===== src/rtl/int_req_ctrl_if.sv =====
// int_req_ctrl_if: bundles the interrupt lines, configuration, CPU handshake
// and status outputs of the interrupt request front-end.
// The slave view is taken by int_req_ctrl; the master view belongs to whoever
// drives the raw lines and plays the CPU side of the handshake.
interface int_req_ctrl_if #(
    parameter int N_REQ = 4
);

    // Raw interrupt lines and per-source configuration
    logic [N_REQ-1:0] irq_in;
    logic [N_REQ-1:0] mask;
    logic [N_REQ-1:0] edge_mode;

    // CPU handshake strobes
    logic             int_ack;
    logic             int_eoi;
    logic             ovf_clr;

    // Request towards the CPU and status readback
    logic             int_out;
    logic [N_REQ-1:0] int_vec;
    logic             in_service;
    logic [N_REQ-1:0] pending;
    logic [N_REQ-1:0] ovf;

    modport master (
        output irq_in,
        output mask,
        output edge_mode,
        output int_ack,
        output int_eoi,
        output ovf_clr,
        input  int_out,
        input  int_vec,
        input  in_service,
        input  pending,
        input  ovf
    );

    modport slave (
        input  irq_in,
        input  mask,
        input  edge_mode,
        input  int_ack,
        input  int_eoi,
        input  ovf_clr,
        output int_out,
        output int_vec,
        output in_service,
        output pending,
        output ovf
    );

endinterface


===== src/rtl/int_req_ctrl.sv =====
// int_req_ctrl: interrupt request front-end feeding the 4-input priority
// encoder. Synchronises the raw lines, captures edge/level requests, masks
// them, picks the highest-priority one as a one-hot vector and runs the
// request / acknowledge / end-of-interrupt handshake with the CPU so that
// only one interrupt is ever in service.
module int_req_ctrl #(
    parameter int N_REQ       = 4,
    parameter int SYNC_STAGES = 2
) (
    input  logic            clk,
    input  logic            rst_n,
    int_req_ctrl_if.slave   bus
);

    // Handshake states; encoded as plain constants so older tools and
    // netlist viewers see stable literal values.
    localparam logic [1:0] IDLE    = 2'd0;
    localparam logic [1:0] REQ     = 2'd1;
    localparam logic [1:0] SERVICE = 2'd2;

    // Synchroniser chain: element 0 samples irq_in, the last element is the
    // usable synchronised level.
    logic [SYNC_STAGES-1:0][N_REQ-1:0] sync_q;
    logic [N_REQ-1:0]                  sPrev_q;

    logic [N_REQ-1:0] sLevel;
    logic [N_REQ-1:0] rise;

    logic [N_REQ-1:0] pending_q;
    logic [N_REQ-1:0] pending_d;
    logic [N_REQ-1:0] ovf_q;
    logic [N_REQ-1:0] ovf_d;
    logic [N_REQ-1:0] ovfSet;

    logic [1:0]       state_q;
    logic [1:0]       state_d;
    logic             intOut_q;
    logic             intOut_d;
    logic [N_REQ-1:0] intVec_q;
    logic [N_REQ-1:0] intVec_d;
    logic             inService_q;
    logic             inService_d;

    logic             ackTake;
    logic             eoiTake;
    logic [N_REQ-1:0] ackClr;
    logic [N_REQ-1:0] req;
    logic [N_REQ-1:0] sel;

    assign sLevel = sync_q[SYNC_STAGES-1];
    assign rise   = sLevel & ~sPrev_q;

    // Ack only counts while a request is outstanding, eoi only while one is
    // in service; strobes arriving in any other state are dropped here.
    assign ackTake = (state_q == REQ) && bus.int_ack;
    assign eoiTake = (state_q == SERVICE) && bus.int_eoi;
    assign ackClr  = ackTake ? intVec_q : '0;

    assign req = pending_q & ~bus.mask;

    // Shift the raw lines through the synchroniser and remember the last
    // synchronised level for rising-edge detection.
    always_ff @(posedge clk or negedge rst_n) begin
        if (!rst_n) begin
            sync_q  <= '0;
            sPrev_q <= '0;
        end else begin
            sync_q  <= {sync_q[SYNC_STAGES-2:0], bus.irq_in};
            sPrev_q <= sLevel;
        end
    end

    // Pending capture: edge sources latch a rise and are cleared by their own
    // ack (a rise in the same cycle wins); level sources simply follow the
    // synchronised line and ignore ack.
    always_comb begin
        pending_d = pending_q;
        for (int i = 0; i < N_REQ; i++) begin
            if (bus.edge_mode[i]) begin
                pending_d[i] = rise[i] | (pending_q[i] & ~ackClr[i]);
            end else begin
                pending_d[i] = sLevel[i];
            end
        end
    end

    // Lost-edge detection: a new rise on a source that is still pending and
    // not being acknowledged this cycle. A new overflow beats ovf_clr.
    always_comb begin
        ovfSet = rise & pending_q & ~ackClr;
        ovf_d  = ovfSet | (bus.ovf_clr ? '0 : ovf_q);
    end

    // Fixed priority: bit 0 highest. Walking downwards lets the lowest set
    // bit overwrite any higher one, leaving a single one-hot bit.
    always_comb begin
        sel = '0;
        for (int i = N_REQ - 1; i >= 0; i--) begin
            if (req[i]) begin
                sel    = '0;
                sel[i] = 1'b1;
            end
        end
    end

    // Handshake FSM: latch one request, hold it stable through REQ and
    // SERVICE, and only look at new requests again once back in IDLE.
    always_comb begin
        state_d     = state_q;
        intOut_d    = intOut_q;
        intVec_d    = intVec_q;
        inService_d = inService_q;
        case (state_q)
            IDLE: begin
                if (req != '0) begin
                    intVec_d = sel;
                    intOut_d = 1'b1;
                    state_d  = REQ;
                end else begin
                    intVec_d = '0;
                end
            end
            REQ: begin
                if (ackTake) begin
                    intOut_d    = 1'b0;
                    inService_d = 1'b1;
                    state_d     = SERVICE;
                end
            end
            SERVICE: begin
                if (eoiTake) begin
                    inService_d = 1'b0;
                    intVec_d    = '0;
                    state_d     = IDLE;
                end
            end
            default: begin
                intOut_d    = 1'b0;
                intVec_d    = '0;
                inService_d = 1'b0;
                state_d     = IDLE;
            end
        endcase
    end

    // Request/status registers; reset silently abandons any handshake.
    always_ff @(posedge clk or negedge rst_n) begin
        if (!rst_n) begin
            pending_q   <= '0;
            ovf_q       <= '0;
            state_q     <= IDLE;
            intOut_q    <= 1'b0;
            intVec_q    <= '0;
            inService_q <= 1'b0;
        end else begin
            pending_q   <= pending_d;
            ovf_q       <= ovf_d;
            state_q     <= state_d;
            intOut_q    <= intOut_d;
            intVec_q    <= intVec_d;
            inService_q <= inService_d;
        end
    end

    assign bus.int_out    = intOut_q;
    assign bus.int_vec    = intVec_q;
    assign bus.in_service = inService_q;
    assign bus.pending    = pending_q;
    assign bus.ovf        = ovf_q;

endmodule

===== src/flat_wrapper.sv =====
// flat-port wrapper written by rule: the top's interface ports become plain ports
module int_req_ctrl_flat 
#(
    parameter int N_REQ       = 4,
    parameter int SYNC_STAGES = 2
)
  (clk, rst_n, bus_irq_in, bus_mask, bus_edge_mode, bus_int_ack, bus_int_eoi, bus_ovf_clr, bus_int_out, bus_int_vec, bus_in_service, bus_pending, bus_ovf);
  int_req_ctrl_if #(.N_REQ(N_REQ)) bus_i ();
  input  logic clk;
  input  logic rst_n;
  input wire logic [$bits(bus_i.irq_in)-1:0] bus_irq_in;
  input wire logic [$bits(bus_i.mask)-1:0] bus_mask;
  input wire logic [$bits(bus_i.edge_mode)-1:0] bus_edge_mode;
  input wire logic [$bits(bus_i.int_ack)-1:0] bus_int_ack;
  input wire logic [$bits(bus_i.int_eoi)-1:0] bus_int_eoi;
  input wire logic [$bits(bus_i.ovf_clr)-1:0] bus_ovf_clr;
  output wire logic [$bits(bus_i.int_out)-1:0] bus_int_out;
  output wire logic [$bits(bus_i.int_vec)-1:0] bus_int_vec;
  output wire logic [$bits(bus_i.in_service)-1:0] bus_in_service;
  output wire logic [$bits(bus_i.pending)-1:0] bus_pending;
  output wire logic [$bits(bus_i.ovf)-1:0] bus_ovf;
  assign bus_i.irq_in = bus_irq_in;
  assign bus_i.mask = bus_mask;
  assign bus_i.edge_mode = bus_edge_mode;
  assign bus_i.int_ack = bus_int_ack;
  assign bus_i.int_eoi = bus_int_eoi;
  assign bus_i.ovf_clr = bus_ovf_clr;
  assign bus_int_out = bus_i.int_out;
  assign bus_int_vec = bus_i.int_vec;
  assign bus_in_service = bus_i.in_service;
  assign bus_pending = bus_i.pending;
  assign bus_ovf = bus_i.ovf;
  int_req_ctrl #(.N_REQ(N_REQ), .SYNC_STAGES(SYNC_STAGES)) u_core (.clk(clk), .rst_n(rst_n), .bus(bus_i));
endmodule

===== config.mk =====
export PLATFORM = sky130hd
export DESIGN_NAME = int_req_ctrl_flat
export DESIGN_NICKNAME = d
export VERILOG_FILES = /design/src/rtl/int_req_ctrl_if.sv /design/src/rtl/int_req_ctrl.sv /design/src/flat_wrapper.sv
export SDC_FILE = /design/constraint.sdc
export NUM_CORES = 1
export LEC_CHECK = 0
export ABC_AREA = 0
export CELL_PAD_IN_SITES_DETAIL_PLACEMENT = 0
export CELL_PAD_IN_SITES_GLOBAL_PLACEMENT = 1
export CORE_MARGIN = 2
export CORE_UTILIZATION = 40
export CTS_BUF_LIST = sky130_fd_sc_hd__clkbuf_2 sky130_fd_sc_hd__clkbuf_4 sky130_fd_sc_hd__clkbuf_8
export CTS_CLUSTER_SIZE = 24
export DETAILED_ROUTE_END_ITERATION = 10
export PLACE_DENSITY = 0.85
export SKIP_LAST_GASP = 1
export SYNTH_ARGS = -nofsm -noshare
export SYNTH_HDL_FRONTEND = slang
export SYNTH_SLANG_ARGS = --single-unit

===== constraint.sdc =====
create_clock -name clk -period 3.2 [get_ports clk]
set_input_delay 0.48 -clock clk [delete_from_list [all_inputs] [get_ports clk]]
set_output_delay 0.48 -clock clk [all_outputs]
set_load 0.02 [all_outputs]

==> results of run 1 <==
[cell type report]
type,count,area [um2]
Clock buffer,4,36.3
Tap cell,30,37.5
Multi-Input combinational cell,45,303
Fill cell,221,1050
Inverter,6,22.5
Timing Repair Buffer,31,308
Sequential cell,28,701
[final timing paths]
path	from	end	cells after the start
max	u_core.bus.pending[2]$_DFF_PN0_	bus_pending[2]	1
min	u_core.sync_q[2]$_DFF_PN0_	u_core.sLevel[2]$_DFF_PN0_	0
max reg2reg	u_core.state_q[1]$_DFFE_PN0P_	u_core.bus.int_vec[1]$_DFFE_PN0P_	3
min reg2reg	u_core.sync_q[2]$_DFF_PN0_	u_core.sLevel[2]$_DFF_PN0_	0
max in group asynchronous	rst_n	u_core.sPrev_q[0]$_DFF_PN0_	2
min in group asynchronous	rst_n	u_core.sLevel[2]$_DFF_PN0_	2
[cells in the final DEF (no fill, tap or decap)]
| master | n |
|---|---|
| or3b_1 | 1 |
| clkdlybuf4s50_1 | 30 |
| o31ai_1 | 1 |
| nor2b_1 | 3 |
| nand4b_1 | 8 |
| nand2b_1 | 2 |
| buf_4 | 1 |
| a21oi_1 | 2 |
| nor4_1 | 1 |
| nor4b_1 | 1 |
| nand2_1 | 6 |
| a32o_1 | 6 |
| clkbuf_8 | 1 |
| o21ai_2 | 1 |
| inv_1 | 6 |
| a22o_1 | 2 |
| o21ai_0 | 7 |
| clkbuf_4 | 3 |
| dfrtp_1 | 28 |
| nor2_1 | 3 |
| nor3_1 | 1 |
[cells by family after synthesis]
logic type,after synthesis
simple gates,26
flops,28
compound gates,19
buf+inv,8
[report_power, final]
group / internal, W / switching, W / leakage (nW) / total (W)
clock: 0.0000696 / 0.0000939 / 0.0210 / 0.000164
combinational: 0.000151 / 0.000134 / 0.225 / 0.000285
sequential: 0.000414 / 0.0000797 / 0.339 / 0.000494
[sequential cells by signal, summed over array words and instances (netlist names)]
signal / count
u_core.sLevel: 4
u_core.state_q: 2
u_core.sPrev_q: 4
u_core.bus.int_out: 1
u_core.sync_q: 4
u_core.bus.int_vec: 4
u_core.bus.ovf: 4
u_core.bus.in_service: 1
u_core.bus.pending: 4
[layer usage]
metal	share of wire (%)	GRT usage (%)
met2	46	23.2
met1	45	19.7
met3	6.8	6.18
met5	0	0
met4	2.0	6.91
[stage by stage]
step           setup slack, ps  total power (W)  utilization, %
6_report                  1310         0.000942            57.3
5_1_grt                   1260          0.00100            57.3
4_1_cts                   1290         0.000951            57.3
2_1_floorplan             1980         0.000647               -
3_5_place_dp              1430         0.000788            55.9
3_3_place_gp              1440         0.000781            55.9
==> run_results.csv, run 1 <==
group,metric,value,unit
detailed_routing,dr.first_iter.drc_count,11,
sta,fin_hold_ws,364,ps
sta,period_minus_slack,1890,ps
global_route,grt_pass1_vias,690,
clock_tree,clockBufferDepth,2,
place,place_inst,140,
worst_setup_path,arrival,1410,ps
logic_synthesis,synth_seq_area_share,67.6,%
logic_synthesis,synth_top_family_by_area,"simple AND/OR/NAND/NOR gates",
floorplan,core_area,2450,um2
worst_setup_path,crit_buf_inv,1,
worst_setup_path,ff2ff_setup_slack,1850,ps
detailed_routing,postRouteAntennaNets,0,
floorplan,dieArea,3010,um2
global_route,overflow,0,
floorplan,std_cell_rows,18,
power_and_ir_drop,leakage,0.585,nW
sta,max_freq,529,MHz
finish,area_growth,35.9,%
worst_setup_path,cp-start-kind,"register",
logic_synthesis,synth_edf_count,0,
worst_setup_path,crit_chain,"clkdlybuf4s50_1",
sta,hold_viol_final,0,
logic_synthesis,ys_top_cells_by_count,"28 x dfrtp_1, 8 x nand4b_1, 7 x o21ai_0",
logic_synthesis,ys_async_sr_fraction,100,%
clock_tree,clock_latency,320,ps
sta,worst_pin_slew,428,ps
logic_synthesis,synthXorXnorAreaFrac,0,%
logic_synthesis,netlist_area,1040,um2
power_and_ir_drop,irDropWorstVdd,0.416,mV
finish,drive_gt1_share,5.26,%
logic_synthesis,synth.most_common_cell,"dfrtp_1",
sta,slew_headroom,71.1,%
floorplan,die_w,54.9,um
clock_tree,cts_tree,"yes",
logic_synthesis,synth.distinct_cells,18,
logic_synthesis,yosysWarnings,0,
logic_synthesis,synth_compound_area_share,13.4,%
logic_synthesis,ys_seq_elements,28,
logic_synthesis,synth_adder_area_share,0,%
detailed_routing,routed_via_density,5.26,
logic_synthesis,synthMuxAreaShare,0,%
floorplan,initial_core_util,42.2,%
detailed_routing,wl_per_cell,13.8,um
detailed_routing,drc,0,
logic_synthesis,synth_area_leaders,"dfrtp_1 68%, nand4b_1 6.8%, a32o_1 5.8%, o21ai_0 3.4%, inv_1 2.2%",
detailed_routing,num_vias,757,
sta,maxSlewViolCount,0,
logic_synthesis,synthFlopType,"dfrtp_1",
finish,n_antenna_cell,0,
clock_tree,clkTransAtPathRegs,130,ps
global_route,grt_max_degree,29,
clock_tree,cts-buffers-inserted,3,
sta,final.setup.tns,0,ps
logic_synthesis,synth_fp_nets,98,
worst_setup_path,worstPathRequired,2720,ps
worst_setup_path,critical_path.max_stage_delay,640,ps
sta,clock_skew,3.21,ps
clock_tree,post_cts_resize_count,0,
worst_setup_path,path_max_fanout,5,
min_path,min_path_type,"register to register",
clock_tree,cts_htree_levels,1,
global_route,grt_pass1_wl,3160,um
clock_tree,cts.sinks,28,
floorplan,ios,31,
logic_synthesis,netlist_instances,81,
clock_tree,hold_buffers,0,
logic_synthesis,synthSimpleGateAreaFrac,15.8,%
worst_setup_path,crit_family,"buffers and inverters",
worst_setup_path,worst_path_max_delay_cell,"clkdlybuf4s50_1",
place,dpl.hpwl,1480,um
worst_setup_path,path_class,"register to primary output",
logic_synthesis,synth_area_leader_cell,"dfrtp_1",
sta,setup_viol,0,
place,postPlaceCellArea,1370,um2
sta,rsz0062_at_grt,"no",
finish,stdcell_area,1410,um2
clock_tree,post_cts_buffers,0,
place,portBuffers,30,
finish,fin_cells,144,
logic_synthesis,synth_top_area_share,67.6,%
power_and_ir_drop,power_density,669,nW/um2
place,gp_congestion,0.742,
finish,nNetsFinal,132,
floorplan,die_h,54.9,um
global_route,gr-usage-all-layers,15.5,%
clock_tree,root_buffer,"clkbuf_4",
detailed_routing,dr.pass1.iters,4,
run_status,status,"finished, final reports clean",
run,cap_violations,0,
logic_synthesis,synth.avg_cell_area,12.8,um2
detailed_routing,routed_wl,1990,um
worst_setup_path,worstSetupEndpointType,"primary output",
global_route,antenna_found_initial,0,
sta,fin_crit_sh,59.0,%
No activity file was read; power rests on OpenSTA's default activity.
==> run 2, diff against run 1 <==
Settings changed: CORE_UTILIZATION 40 to 34, PLACE_DENSITY 0.85 to 0.77.
Clock period 3.2 ns to 1.6 ns, I/O delays scaled along.
==> run_results.csv, run 2 (synthesis gave the netlist of run 1 again) <==
group,metric,value,unit
run_status,status,"finished, final reports clean",
global_route,grt_pass1_wl,3390,um
worst_setup_path,arrival,1290,ps
finish,n_antenna_cell,0,
clock_tree,post_cts_buffers,0,
finish,drive_gt1_share,6.09,%
worst_setup_path,crit_chain,"clkdlybuf4s50_1",
global_route,gr-usage-all-layers,12.9,%
floorplan,dieArea,3500,um2
worst_setup_path,worstPathRequired,1360,ps
clock_tree,cts_tree,"yes",
sta,final.setup.tns,0,ps
worst_setup_path,r2r_start,"u_core.state_q[1]$_DFFE_PN0P_",
sta,fin_hold_ws,267,ps
global_route,overflow,0,
power_and_ir_drop,irDropWorstVdd,0.641,mV
power_and_ir_drop,report.power.total,0.00186,W
worst_setup_path,crit_family,"buffers and inverters",
worst_setup_path,ff2ff_setup_slack,220,ps
detailed_routing,routed_via_density,5.08,
worst_setup_path,crit_cells,1,
finish,fin_cells,148,
place,gp_congestion,0.750,
place,dpl.hpwl,1490,um
worst_setup_path,ff2ff_path_depth,3,
floorplan,std_cell_rows,20,
worst_setup_path,path_class,"register to primary output",
global_route,grt_max_degree,29,
floorplan,die_h,59.2,um
floorplan,die_w,59.2,um
sta,setup_viol,0,
worst_setup_path,crit_start,"u_core.bus.ovf[3]$_DFF_PN0_",
clock_tree,cts_htree_levels,1,
detailed_routing,drc,0,
detailed_routing,wl_per_cell,14.1,um
finish,area_growth,36.7,%
worst_setup_path,worst_path_max_delay_cell,"clkdlybuf4s50_1",
place,place_inst,144,
finish,finalCoreUtilization,47.6,%
sta,fin_crit_sh,95.9,%
run,cap_violations,0,
detailed_routing,postRouteAntennaNets,0,
sta,worst_pin_slew,435,ps
sta,clock_skew,14.2,ps
clock_tree,clock_latency,320,ps
sta,slew_headroom,70.6,%
worst_setup_path,critical_path.max_stage_delay,610,ps
global_route,grt_pass1_vias,739,
sta,hold_viol_final,0,
finish,layout_commonest_cell,"dfrtp_1",
floorplan,initial_core_util,34.8,%
floorplan,ios,31,
finish,nNetsFinal,133,
worst_setup_path,cp-start-kind,"register",
clock_tree,root_buffer,"clkbuf_4",
detailed_routing,dr.pass1.iters,4,
sta,max_freq,652,MHz
clock_tree,hold_buffers,0,
place,portBuffers,30,
worst_setup_path,worstSetupEndpointType,"primary output",
clock_tree,clockBufferDepth,2,
worst_setup_path,r2r_end,"u_core.bus.int_vec[1]$_DFFE_PN0P_",
power_and_ir_drop,leakage,0.640,nW
global_route,antenna_found_initial,0,
sta,period_minus_slack,1530,ps
detailed_routing,routed_wl,2090,um
clock_tree,cts.sinks,28,
worst_setup_path,path_max_fanout,2,
worst_setup_path,crit_buf_inv,1,
detailed_routing,dr.first_iter.drc_count,24,
detailed_routing,num_vias,752,
sta,rsz0062_at_grt,"no",
finish,layout_common_cells,"28 x dfrtp_1, 19 x clkdlybuf4s50_1, 8 x nand4b_1, 8 x dlygate4sd2_1, 7 x o21ai_0",
min_path,min_path_type,"input pin to asynchronous set/reset pin",
finish,fillCellCount,284,
floorplan,core_area,2980,um2
clock_tree,clkTransAtPathRegs,150,ps
clock_tree,cts-buffers-inserted,3,
sta,maxSlewViolCount,0,
power_and_ir_drop,power_density,1310,nW/um2
## run 2: changes by cell type in the layout (fill, tap and decap cells not counted), sizes merged
cell | previous run | this run
buf | 1 | 2
clkdlybuf4s50 | 30 | 19
dlygate4sd2 | 0 | 8
dlymetal6s2s | 0 | 3
## run 2: worst register-to-register path: cells and delay by family, from the launching register on
kind             cells  cell delay [ps]
flip-flops           1              620
AND/OR/NAND/NOR      1              420
AO/OA/AOI/OAI        2              290
## run 2: cell type report
| type | instances | area (um2) | area share, % |
|---|---|---|---|
| flip-flops and latches | 28 | 701 | 49.5 |
| repair buffers | 32 | 313 | 22.1 |
| multi-input cells | 45 | 303 | 21.4 |
| clock buffers | 4 | 36.3 | 2.56 |
| well taps | 33 | 41.3 | 2.92 |
| inverters | 6 | 22.5 | 1.59 |
## run 2: per-stage QoR
stage          worst slack, ps  cell area (um2)
3_5_place_dp              89.7             1380
5_1_grt                  0.937             1420
3_3_place_gp               114             1380
2_1_floorplan              381             1040
4_1_cts                   22.0             1410
6_report                  65.4             1420
## run 2: where the power goes
part	switching (W)	internal [W]
clock	0.000195	0.000139
sequential	0.000157	0.000828
combinational	0.000271	0.000265
total	0.000623	0.00123
## run 2: worst max-delay path by stage
| stage | slack, ps | end |
|---|---|---|
| 2_1_floorplan | 380 | u_core.state_q[0]$_DFFE_PN0P_ |
| 3_3_place_gp | 110 | u_core.state_q[0]$_DFFE_PN0P_ |
| 3_5_place_dp | 90 | u_core.state_q[0]$_DFFE_PN0P_ |
| 4_1_cts | 20 | bus_in_service |
| 5_1_grt | 0.9 | bus_ovf[3] |
| 6_report | 70 | bus_ovf[3] |
## run 2: repair_timing
action                                 4_1_cts  5_1_grt
pin swaps                                    0        0
resized for setup                            8        3
endpoints found under the hold margin        0        0
setup endpoints to repair                    8        3
## run 2: per-layer routing
| metal | GRT usage, % | vias up | share of wire, % |
|---|---|---|---|
| met4 | 0.974 | 0 | 0 |
| met1 | 18.3 | 369 | 49 |
| met3 | 4.59 | 0 | 5.7 |
| met2 | 19.8 | 23 | 46 |
| li1 | - | 360 | - |
| met5 | 0 | - | 0 |
